--- src/rtl/regfile_write_arbiter_pkg.sv ---
// Shared definitions for the register-file write-port arbiter: requester
// indices, FSM state encoding and fixed port widths.
package regfile_write_arbiter_pkg;

  localparam int DATA_W = 32;
  localparam int ADDR_W = 5;
  localparam int N_REQ  = 4;

  // Requester index constants (also the mux select values).
  localparam logic [1:0] REQ_ALU  = 2'd0;
  localparam logic [1:0] REQ_FPU  = 2'd1;
  localparam logic [1:0] REQ_LOAD = 2'd2;
  localparam logic [1:0] REQ_MDU  = 2'd3;

  typedef enum logic {
    ST_IDLE   = 1'b0,
    ST_LOCKED = 1'b1
  } state_t;

  // One-hot accept strobe for a requester index.
  function automatic logic [N_REQ-1:0] onehot4(input logic [1:0] idx);
    return 4'b0001 << idx;
  endfunction

endpackage

--- src/rtl/regfile_write_arbiter_mux.sv ---
// Write-port data and address selectors, driven by the index of the
// requester being granted this cycle.
module mux4to1by32 (
  input  logic [1:0]  i_sel,
  input  logic [31:0] i_d0,
  input  logic [31:0] i_d1,
  input  logic [31:0] i_d2,
  input  logic [31:0] i_d3,
  output logic [31:0] o_y
);

  // Select one of four 32-bit data words.
  always_comb begin
    unique case (i_sel)
      2'd0:    o_y = i_d0;
      2'd1:    o_y = i_d1;
      2'd2:    o_y = i_d2;
      default: o_y = i_d3;
    endcase
  end

endmodule

module mux4to1by5 (
  input  logic [1:0] i_sel,
  input  logic [4:0] i_d0,
  input  logic [4:0] i_d1,
  input  logic [4:0] i_d2,
  input  logic [4:0] i_d3,
  output logic [4:0] o_y
);

  // Select one of four 5-bit register addresses.
  always_comb begin
    unique case (i_sel)
      2'd0:    o_y = i_d0;
      2'd1:    o_y = i_d1;
      2'd2:    o_y = i_d2;
      default: o_y = i_d3;
    endcase
  end

endmodule

--- src/rtl/regfile_write_arbiter_pick.sv ---
// Round-robin priority picker: finds the first valid requester at or after
// the pointer, wrapping 3 -> 0.
module rr_priority_pick (
  input  logic [3:0] i_valid,
  input  logic [1:0] i_ptr,
  output logic       o_hit,
  output logic [1:0] o_idx
);

  // Scan offsets from farthest to nearest so the nearest valid wins.
  always_comb begin
    // NOTE: every output gets a default before the loop, otherwise paths
    // with no valid requester would infer a latch.
    o_hit = 1'b0;
    o_idx = i_ptr;
    for (int k = 3; k >= 0; k--) begin
      if (i_valid[i_ptr + 2'(k)]) begin
        o_hit = 1'b1;
        o_idx = i_ptr + 2'(k);
      end
    end
  end

endmodule

--- src/rtl/regfile_write_arbiter.sv ---
// Shares the single register-file write port among four writeback
// requesters (ALU, FPU, load, mult/div) with round-robin arbitration and an
// optional bounded lock for multi-register bursts. Writes leave registered.
module regfile_write_arbiter
  import regfile_write_arbiter_pkg::*;
#(
  parameter int LOCK_MAX = 4
) (
  input  logic        clk,
  input  logic        reset,
  input  logic [3:0]  req_valid,
  input  logic [3:0]  req_lock,
  input  logic [4:0]  req_addr0,
  input  logic [4:0]  req_addr1,
  input  logic [4:0]  req_addr2,
  input  logic [4:0]  req_addr3,
  input  logic [31:0] req_data0,
  input  logic [31:0] req_data1,
  input  logic [31:0] req_data2,
  input  logic [31:0] req_data3,
  output logic [3:0]  req_ready,
  input  logic        wr_stall,
  output logic        wr_en,
  output logic [4:0]  wr_addr,
  output logic [31:0] wr_data,
  output logic [1:0]  grant_id,
  output logic        locked
);

  localparam int CNT_W = $clog2(LOCK_MAX + 1);

  state_t             r_state;
  logic [1:0]         r_rr_ptr;
  logic [1:0]         r_owner;
  logic [CNT_W-1:0]   r_lock_cnt;
  logic               r_wr_en;
  logic [ADDR_W-1:0]  r_wr_addr;
  logic [DATA_W-1:0]  r_wr_data;
  logic [1:0]         r_grant_id;

  logic               w_pick_hit;
  logic [1:0]         w_pick_idx;
  logic               w_grant;
  logic [1:0]         w_gidx;
  logic [ADDR_W-1:0]  w_sel_addr;
  logic [DATA_W-1:0]  w_sel_data;

  rr_priority_pick u_pick (
    .i_valid (req_valid),
    .i_ptr   (r_rr_ptr),
    .o_hit   (w_pick_hit),
    .o_idx   (w_pick_idx)
  );

  // Grant decision: round-robin in IDLE, owner-only in LOCKED; nothing while
  // stalled or in reset.
  always_comb begin
    w_grant = 1'b0;
    w_gidx  = w_pick_idx;
    if (!reset && !wr_stall) begin
      if (r_state == ST_IDLE) begin
        w_grant = w_pick_hit;
        w_gidx  = w_pick_idx;
      end else begin
        w_grant = req_valid[r_owner];
        w_gidx  = r_owner;
      end
    end
  end

  assign req_ready = w_grant ? onehot4(w_gidx) : 4'b0000;

  mux4to1by5 u_addr_mux (
    .i_sel (w_gidx),
    .i_d0  (req_addr0),
    .i_d1  (req_addr1),
    .i_d2  (req_addr2),
    .i_d3  (req_addr3),
    .o_y   (w_sel_addr)
  );

  mux4to1by32 u_data_mux (
    .i_sel (w_gidx),
    .i_d0  (req_data0),
    .i_d1  (req_data1),
    .i_d2  (req_data2),
    .i_d3  (req_data3),
    .o_y   (w_sel_data)
  );

  // Register the accepted write; writes to $zero are accepted but not enabled.
  always_ff @(posedge clk or posedge reset) begin
    if (reset) begin
      r_wr_en    <= 1'b0;
      r_wr_addr  <= '0;
      r_wr_data  <= '0;
      r_grant_id <= 2'd0;
    end else begin
      // NOTE: sequential state uses non-blocking assignments so every
      // register samples pre-edge values regardless of statement order.
      r_wr_en <= w_grant && (w_sel_addr != '0);
      if (w_grant) begin
        r_wr_addr  <= w_sel_addr;
        r_wr_data  <= w_sel_data;
        r_grant_id <= w_gidx;
      end
    end
  end

  // Arbitration FSM: pointer advance, lock entry, bounded burst and release.
  always_ff @(posedge clk or posedge reset) begin
    if (reset) begin
      r_state    <= ST_IDLE;
      r_rr_ptr   <= 2'd0;
      r_owner    <= 2'd0;
      r_lock_cnt <= '0;
    end else if (!wr_stall) begin
      unique case (r_state)
        ST_IDLE: begin
          if (w_grant) begin
            r_rr_ptr <= w_gidx + 2'd1;
            if (req_lock[w_gidx] && (LOCK_MAX > 1)) begin
              r_state    <= ST_LOCKED;
              r_owner    <= w_gidx;
              r_lock_cnt <= CNT_W'(1);
            end
          end
        end
        ST_LOCKED: begin
          if (req_valid[r_owner]) begin
            if (!req_lock[r_owner] || (r_lock_cnt == CNT_W'(LOCK_MAX - 1))) begin
              r_state    <= ST_IDLE;
              r_lock_cnt <= '0;
            end else begin
              r_lock_cnt <= r_lock_cnt + CNT_W'(1);
            end
          end else begin
            r_state    <= ST_IDLE;
            r_lock_cnt <= '0;
          end
        end
        default: r_state <= ST_IDLE;
      endcase
    end
  end

  assign wr_en    = r_wr_en;
  assign wr_addr  = r_wr_addr;
  assign wr_data  = r_wr_data;
  assign grant_id = r_grant_id;
  assign locked   = (r_state == ST_LOCKED);

endmodule

--- config.mk ---
export PLATFORM = sky130hd
export DESIGN_NAME = regfile_write_arbiter
export DESIGN_NICKNAME = d
export VERILOG_FILES = /design/src/rtl/regfile_write_arbiter_pkg.sv /design/src/rtl/regfile_write_arbiter_mux.sv /design/src/rtl/regfile_write_arbiter_pick.sv /design/src/rtl/regfile_write_arbiter.sv
export SDC_FILE = /design/constraint.sdc
export NUM_CORES = 1
export LEC_CHECK = 0
export ABC_AREA = 0
export BUFFER_PORTS_ARGS = -buffer_cell sky130_fd_sc_hd__buf_4
export CAP_MARGIN = 10
export CORE_MARGIN = 1
export CORE_UTILIZATION = 35
export DETAILED_ROUTE_END_ITERATION = 8
export PLACE_DENSITY = 0.72
export SLEW_MARGIN = 0
export SYNTH_ARGS = -nofsm -noshare
export SYNTH_HDL_FRONTEND = slang
export SYNTH_SLANG_ARGS = --single-unit
--- constraint.sdc ---
create_clock -name clk -period 6.1 [get_ports clk]
set_clock_uncertainty 0.2 [all_clocks]
set_input_delay 0.61 -clock clk [delete_from_list [all_inputs] [get_ports clk]]
set_output_delay 0.61 -clock clk [all_outputs]
set_load 0.05 [all_outputs]
==> impl_metrics.yaml, run 1 <==
cells_and_area:
  syn_to_final_growth_pct: 57.3
  diodes: 0
  fin_nets: 689
  final_cell_area_mm2: 0.00464
  multi_input_area_mm2: 0.00158
  seq_area_mm2: 0.00120
  layout-drive-gt1-share_pct: 44.7
  n_fill_cell: 756
  layout_commonest_cell: "buf_4"
  final_cell_mix: "208 x buf_4, 48 x dfrtp_1, 43 x nor2_1, 43 x nand2_1, 41 x a21oi_1"
place:
  gp_congestion: 0.852
  port-buffer-count: 203
  pre_cts_ws_ns: 2.45
  hpwlAfterDp_mm: 7.45
  place_area_mm2: 0.00452
grt:
  grt_pass1_vias: 3173
  grt_max_degree: 65
  antenna_found_initial: 0
  grt_pass1_wl_mm: 15.2
  grt_overflow: 0
  track_usage_pct: 22.0
run_status:
  status: "complete, no violations"
floorplan:
  dieWidth_um: 93.8
  core.rowCount: 33
  start_util_pct: 36.1
  core-area_mm2: 0.00818
  die_h_um: 93.8
  ios: 204
  dieArea_mm2: 0.00880
pwr:
  fin_total_pwr_mw: 2.35
  ir_drop_v: 0.000230
  power_density_mw_per_mm2: 507
  p_leak_nw: 2.31
setup_path:
  reg2reg_depth: 8
  crit_start: "locked"
  arrival_ns: 2.96
  cp-end-kind: "output port"
  cp.depth: 7
  cp_top_family: "adder cells"
  worstPathCellList: "nor3b_4 > o41a_1 > ha_1 > buf_4 > inv_1 > nor2_1 > buf_4"
  worstSetupPathType: "flip-flop to output port"
  worst-path-buf-inv: 3
  worst_ep_required_time_ns: 5.29
  critPathSlowestCell: "ha_1"
  worstPathMaxFanout: 20
  start_kind: "flip-flop"
  path_common_cell: "buf_4"
  reg2reg_from: "locked"
  critical_path.max_stage_delay_ns: 0.71
logic_synthesis:
  synthArstFlopShare_pct: 100
  synth_cells: 336
  yosys_warnings: 0
  ys_types: 39
  synth-seq-cells: 48
  yosysSeqAreaShare_pct: 40.7
  netlist_area_mm2: 0.00295
  syn_avg_cell_area_um2: 8.78
  synth_fp_nets: 502
  synthFlopType: "dfrtp_1"
  synth_edf_count: 0
clock_tree:
  cts-root-buf: "clkbuf_8"
  cts_buffer_depth: 2
  cts_num_sinks: 48
  clk_pin_slew_ns: 0.10
  numCtsBuffers: 5
  cts_resized: 0
  clkLatencyLatePin_ns: 0.30
  cts_tree: "done"
  postCtsSetupBuffers: 0
  h-tree-depth: 2
  holdBufCountCts: 0
hold_path:
  whs_path_depth: 2
  hp-class: "flip-flop to flip-flop"
  min-delay-start: "wr_data[24]"
timing:
  slew_violations: 0
  max_freq_ghz: 0.266
  hold_viol: 0
  fin_crit_sh_pct: 61.7
  final.setup.tns_ns: 0
  fin_crit_ns: 3.77
  relSlewSlack_pct: 33.1
  setup_viol: 0
  grt_setup_unrepaired: "no"
  setup_ws_ns: 2.33
  worst_pin_slew_ns: 1.00
job:
  drv_cap: 0
drt:
  initialDrtViolationCount: 216
  routed_via_density: 5.40
  dr_total_vias: 3397
  wirelength_mm: 9.98
  route.detailed.wl_per_inst_um: 15.9
  drt_pass1_iterations: 8
  antenna_left: 0
  drc_errors: 0
[routing by layer]
metal	share of wire, %	GRT usage (%)	vias to the layer above	wire length (um)
li1	-	-	1638	-
met1	41	27.5	1587	4070
met2	49	37.8	160	4930
met3	8.4	5.50	12	843
met4	1.4	5.38	0	138
met5	0	0	-	0
[tightest hold or removal path, cell delays in order (launching register included)]
cell and delay (ns):
dfrtp_1 0.35, nand2_1 0.05, o21ai_0 0.06
[cells by family (layout without fill, tap and decap cells)]
group | Yosys count | in the layout | synth area share, %
AO/OA/AOI/OAI | 130 | 130 | 30.4
adder cells (fa/ha/maj) | 7 | 7 | 2.97
buffers and inverters | 41 | 229 | 5.89
flip-flops | 48 | 48 | 40.7
multiplexers | 9 | 9 | 4.75
AND/OR/NAND/NOR | 101 | 101 | 15.3
[area by class of cell]
cell class	instances	area share [%]
multi-input cells	247	34.0
flip-flops and latches	48	25.9
repair buffers	208	33.7
well taps	105	2.83
clock inverters	3	0.998
inverters	13	1.11
clock buffers	5	1.48
[final timing paths]
path / slack (ns) / endpoint
min reg2reg: 0.29 / wr_data[24]
min: 0.29 / wr_data[24]
max in group asynchronous: 4.69 / wr_data[7]
min in group asynchronous: 0.38 / wr_data[4]
max: 2.33 / req_ready[0]
max reg2reg: 2.81 / wr_en
[per-stage QoR]
step | std cells | hold WS [ns] | utilization, %
floorplan | 336 | 0.290 | -
global placement | 621 | 0.265 | 55.3
detailed placement | 621 | 0.271 | 55.3
CTS | 629 | 0.293 | 56.7
global route | 629 | 0.324 | 56.7
finish | 629 | 0.288 | 56.7
[cell usage after synthesis (2+ instances only)]
master / count / area [um2]
and3_1: 2 / 12.5
a222oi_1: 37 / 370
ha_1: 7 / 87.6
dfrtp_1: 48 / 1200
inv_1: 11 / 41.3
buf_2: 8 / 40.0
a211o_1: 2 / 17.5
a21oi_1: 41 / 205
nor2_1: 43 / 161
nand2_1: 43 / 161
o32ai_1: 2 / 17.5
mux2i_2: 2 / 27.5
nor4_1: 2 / 12.5
clkbuf_1: 15 / 56.3
nand2b_1: 6 / 37.5
o21ai_0: 37 / 185
mux2_4: 5 / 75.1
buf_1: 4 / 15.0
[state kept, by name, summed over array words and instances, names as in the netlist]
signal      cells
grant_id        2
wr_en           1
r_owner         2
locked          1
r_lock_cnt      3
r_rr_ptr        2
wr_data        32
wr_addr         5
[report_power, final]
group	switching, mW	internal [mW]
sequential	0.0943	0.455
clock	0.112	0.124
combinational	1.01	0.557
total	1.22	1.14
(Power assumes the default switching activity.)
==> run 2, diff against run 1 <==
Settings changed: PLACE_DENSITY 0.72 to 0.74.
Clock period 6.1 ns to 3.1 ns, I/O delays scaled along.
==> impl_metrics.yaml, run 2 (same netlist as run 1, synthesis figures left out) <==
pwr:
  swShare_pct: 52.2
  power.internal_mw: 2.20
  p_comb_share_pct: 68.4
  fin_total_pwr_mw: 4.61
  sequentialPowerShare_pct: 23.5
  p_sw_mw: 2.40
  ir_drop_v: 0.000397
  power_density_mw_per_mm2: 982
  power_frac_clock_pct: 8.2
  p_leak_nw: 2.33
grt:
  grt_overflow: 0
  grt_max_degree: 44
  antenna_found_initial: 0
  track_usage_pct: 22.1
  grt_pass1_wl_mm: 15.3
  grt_pass1_vias: 3102
clock_tree:
  holdBufCountCts: 0
  cts_num_sinks: 48
  numCtsBuffers: 5
  postCtsSetupBuffers: 0
  clkLatencyLatePin_ns: 0.30
  clk_pin_slew_ns: 0.10
  cts_buffer_depth: 2
  h-tree-depth: 2
  cts-root-buf: "clkbuf_8"
  cts_tree: "done"
job:
  drv_cap: 0
drt:
  wirelength_mm: 10.0
  drt_pass1_iterations: 6
  initialDrtViolationCount: 291
  drc_errors: 0
  dr_total_vias: 3409
  antenna_left: 0
  route.detailed.wl_per_inst_um: 15.8
  routed_via_density: 5.37
run_status:
  status: "complete, but fails checks"
  violations: "hold timing"
setup_path:
  critical_path.max_stage_delay_ns: 0.53
  worst_ep_required_time_ns: 2.59
  path_common_cell: "inv_1"
  start_kind: "flip-flop"
  worstPathCellList: "a21boi_1 > o41a_1 > inv_1 > ha_1 > buf_6 > inv_1 > nor2_4 > buf_4"
  worstSetupPathType: "flip-flop to output port"
  worst-path-buf-inv: 4
  cp_top_family: "compound AO/OA/AOI/OAI gates"
  cp-end-kind: "output port"
  critPathSlowestCell: "o41a_1"
  arrival_ns: 2.39
  worstPathMaxFanout: 20
timing:
  hold_viol: 34
  max_freq_ghz: 0.345
  setup_ws_ns: 0.202
  fin_crit_ns: 2.90
  slew_violations: 0
  hold_ws_ns: -0.0268
  relSlewSlack_pct: 50.9
  worst_pin_slew_ns: 0.736
  fin_crit_sh_pct: 93.5
  setup_viol: 0
  grt_setup_unrepaired: "no"
  final.setup.tns_ns: 0
cells_and_area:
  multi_input_area_mm2: 0.00159
  fin_nets: 695
  layout_commonest_cell: "buf_4"
  final_cell_count_no_fill: 635
  n_fill_cell: 751
  layout-drive-gt1-share_pct: 46.0
  diodes: 0
  seq_area_mm2: 0.00120
  syn_to_final_growth_pct: 59.0
  final_cell_mix: "212 x buf_4, 47 x dfrtp_1, 43 x nand2_1, 41 x a21oi_1, 40 x nor2_1"
  largest_reg_flops: 32
floorplan:
  dieWidth_um: 93.8
  dieArea_mm2: 0.00880
  core-area_mm2: 0.00818
  die_h_um: 93.8
  start_util_pct: 36.1
  core.rowCount: 33
  ios: 204
place:
  port-buffer-count: 203
  hpwlAfterDp_mm: 7.90
  dp.cells: 627
  pre_cts_ws_ns: 0.216
  gp_congestion: 0.856
hold_path:
  hp-class: "input port to async pin"
## run 2: path summary, 6_finish.rpt
kind	depth (start not counted)	start	end	slack, ns
worst max-delay path	8	r_rr_ptr[1]	req_ready[1]	0.20
worst min-delay path	2	reset	wr_data[4]	-0.03
worst max register to register	10	r_rr_ptr[0]	wr_en	0.28
worst min register to register	2	wr_data[25]	wr_data[25]	0.29
max in group asynchronous	3	reset	wr_addr[3]	2.04
min in group clk	3	req_data3[0]	wr_data[0]	0.10
## run 2: area by class of cell
class | count | share of cell area, %
Inverter | 13 | 1.09
Sequential cell | 48 | 25.6
Tap cell | 105 | 2.80
Clock inverter | 3 | 0.507
Timing Repair Buffer | 214 | 34.6
Multi-Input combinational cell | 247 | 33.9
Clock buffer | 5 | 1.47
## run 2: timing repair
item                       CTS  global route
hold endpoints to repair     0             0
resized for setup            0             1
setup endpoints to repair    0             2
## run 2: layer usage
metal / GRT usage (%) / wire length, um
met1: 28.9 / 4100
met3: 3.48 / 704
met5: 0 / 0
met2: 38.3 / 5090
met4: 4.62 / 131
## run 2: stage by stage
step                cell area, um2  utilization, %
floorplan                     2960               -
finish                        4690            57.4
global placement              4600            56.2
detailed placement            4600            56.2
CTS                           4690            57.3
global route                  4690            57.4
## run 2: power groups by stage
stage               sequential [mW]  combinational, mW  clock (mW)
CTS                            1.08               3.16       0.394
finish                         1.08               3.15       0.376
global placement               1.08               3.11           0
floorplan                      1.85               1.41           0
global route                   1.12               3.40       0.428
detailed placement             1.09               3.15           0
==> run 3, diff against run 2 <==
Settings changed: PLACE_DENSITY 0.74 to 0.73, SYNTH_HIERARCHICAL set to 1.
==> impl_metrics.yaml, run 3 <==
setup_path:
  critPathSlowestCell: "or4_1"
  start_kind: "flip-flop"
  reg2reg_depth: 8
  worstSetupPathType: "flip-flop to output port"
  worst_ep_required_time_ns: 2.59
  worstPathCellList: "and2b_2 > or4_1 > nand2_2 > mux2i_1 > inv_2 > ha_1 > nor2b_1 > buf_4"
  timing.rr.end: "wr_data[15]"
  worst-path-buf-inv: 2
  rrSetupSlack_ns: 0.25
  cp_top_family: "simple AND/OR/NAND/NOR gates"
  critical_path.max_stage_delay_ns: 0.51
  arrival_ns: 2.41
  reg2reg_from: "r_rr_ptr[0]"
  cp-end-kind: "output port"
  worstPathMaxFanout: 6
clock_tree:
  cts_tree: "done"
  h-tree-depth: 2
  numCtsBuffers: 5
  cts_buffer_depth: 2
  clkLatencyLatePin_ns: 0.30
  clk_pin_slew_ns: 0.09
  cts_num_sinks: 48
  cts-root-buf: "clkbuf_8"
logic_synthesis:
  synth_largest_area_cell: "dfrtp_1"
  synthArstFlopShare_pct: 100
  synthFlopType: "dfrtp_1"
  ys_types: 37
  synth_cells: 217
  yosys_warnings: 6
  synth_commonest_cells: "48 x dfrtp_1, 43 x mux2_2, 36 x mux4_2"
  synth_area_leaders: "dfrtp_1 37%, mux4_2 25%, mux2_2 15%"
  netlist_area_mm2: 0.00322
  syn_avg_cell_area_um2: 14.8
  synth_fp_nets: 382
  synth-seq-cells: 48
  synth_edf_count: 0
  synth_top_area_share_pct: 37.3
  yosysMostFrequentCell: "dfrtp_1"
  yosysSeqAreaShare_pct: 37.3
run_status:
  status: "complete, but fails checks"
  violations: "DRC, hold timing"
grt:
  grt_max_degree: 49
  grt_busiest_layer: "met2"
  met2_usage_pct: 35.7
  grt_overflow: 0
  met3_usage_pct: 5.30
  antenna_found_initial: 0
  grt_pass1_vias: 3017
  grt_pass1_wl_mm: 14.2
  track_usage_pct: 18.9
  grt_use_met1_pct: 20.0
pwr:
  fin_total_pwr_mw: 4.75
  swShare_pct: 46.9
  power.internal_mw: 2.52
  p_comb_share_pct: 68.3
  power_density_mw_per_mm2: 967
  p_leak_nw: 2.30
  power_frac_clock_pct: 7.8
  sequentialPowerShare_pct: 24.0
  p_sw_mw: 2.23
  ir_drop_v: 0.000425
cells_and_area:
  syn_to_final_growth_pct: 52.6
  layout-drive-gt1-share_pct: 72.7
  n_fill_cell: 747
  final_cell_area_mm2: 0.00491
  final_cell_count_no_fill: 530
  fin_nets: 587
  largest_reg_flops: 32
  fin_util_pct: 55.8
  multi_input_area_mm2: 0.00184
  final_cell_mix: "208 x buf_4, 48 x dfrtp_1, 43 x mux2_2, 36 x mux4_2"
  seq_area_mm2: 0.00120
  layout_commonest_cell: "buf_4"
  diodes: 0
drt:
  drt_pass1_iterations: 6
  wirelength_mm: 9.04
  drc_errors: 15
  route.detailed.wl_per_inst_um: 17.1
  initialDrtViolationCount: 81
  antenna_left: 0
  dr_total_vias: 2787
  routed_via_density: 5.26
place:
  place_area_mm2: 0.00483
  gp_congestion: 0.865
  pre_cts_ws_ns: 0.217
  dp.cells: 523
  port-buffer-count: 203
  hpwlAfterDp_mm: 7.31
timing:
  relSlewSlack_pct: 58.8
  fin_crit_ns: 2.92
  final.setup.tns_ns: 0
  setup_ws_ns: 0.178
  grt_setup_unrepaired: "no"
  setup_viol: 0
  fin_crit_sh_pct: 94.2
  hold_viol: 1
  worst_pin_slew_ns: 0.617
  hold_ws_ns: -0.00139
  max_freq_ghz: 0.342
  slew_violations: 0
floorplan:
  ios: 204
  start_util_pct: 36.6
  core.rowCount: 34
  dieWidth_um: 97.9
  die_h_um: 97.9
  dieArea_mm2: 0.00959
  core-area_mm2: 0.00881
job:
  drv_cap: 0
hold_path:
  hp-class: "input port to async pin"
run 3: cell types whose count changed after synthesis, moves of 5 or more:
cell and delta:
nor2b_1 +5, mux4_2 +36, o21ai_0 -33, nand2b_1 -5, a222oi_1 -37, mux2_4 -5
clkbuf_1 -14, nor2_1 -37, mux2_2 +42, a21oi_1 -37, buf_6 +5, buf_2 -5
nand2_1 -37
run 3: kinds of logic (layout without fill, tap and decap cells):
logic type | Yosys count | in the layout | synth area share (%)
compound gates | 20 | 20 | 4.51
fa+ha+maj | 6 | 6 | 2.33
buf+inv | 22 | 227 | 5.60
flops | 48 | 48 | 37.3
mux | 84 | 84 | 42.8
simple gates | 37 | 37 | 7.46
run 3: worst register-to-register path, stage by stage, from the launching register on:
cell,delay [ns]
dfrtp_1,0.40
and2b_1,0.21
o21ai_0,0.18
o221a_2,0.28
mux2i_1,0.16
inv_2,0.27
buf_4,0.26
mux4_2,0.52
mux2_2,0.28
run 3: what timing repair did:
item | 4_1_cts | 5_1_grt
hold buffers | 0 | 0
resized for setup | 0 | 2
setup endpoints to repair | 0 | 2
buffers inserted | 0 | 0
run 3: worst max-delay path by stage:
stage	endpoint	depth (start not counted)	start	slack, ns
floorplan	req_ready[2]	5	locked	0.13
global placement	wr_data[17]	9	req_valid[3]	0.27
detailed placement	wr_en	10	req_valid[0]	0.22
CTS	req_ready[3]	8	r_rr_ptr[0]	0.1
global route	req_ready[2]	8	r_rr_ptr[0]	0.01
finish	req_ready[3]	8	r_rr_ptr[0]	0.18
run 3: area by class of cell:
type / instances / area share (%)
Sequential cell: 48 / 24.4
Timing Repair Buffer: 211 / 33.0
Multi-Input combinational cell: 147 / 37.5
Tap cell: 108 / 2.75
Clock inverter: 2 / 0.255
Clock buffer: 5 / 1.40
Inverter: 9 / 0.688
run 3: metal layers:
| layer | vias to the layer above | part of all wire, % |
|---|---|---|
| met3 | 18 | 8.6 |
| li1 | 1260 | - |
| met4 | 0 | 1.9 |
| met2 | 145 | 54 |
| met5 | - | 0 |
| met1 | 1364 | 35 |
run 3: power by group through the flow:
stage          sequential (mW)  combinational [mW]  clock [mW]
5_1_grt                   1.18                3.43       0.402
2_1_floorplan             2.06                1.49           0
4_1_cts                   1.14                3.28       0.384
3_3_place_gp              1.14                3.22           0
6_report                  1.14                3.25       0.369
3_5_place_dp              1.15                3.27           0
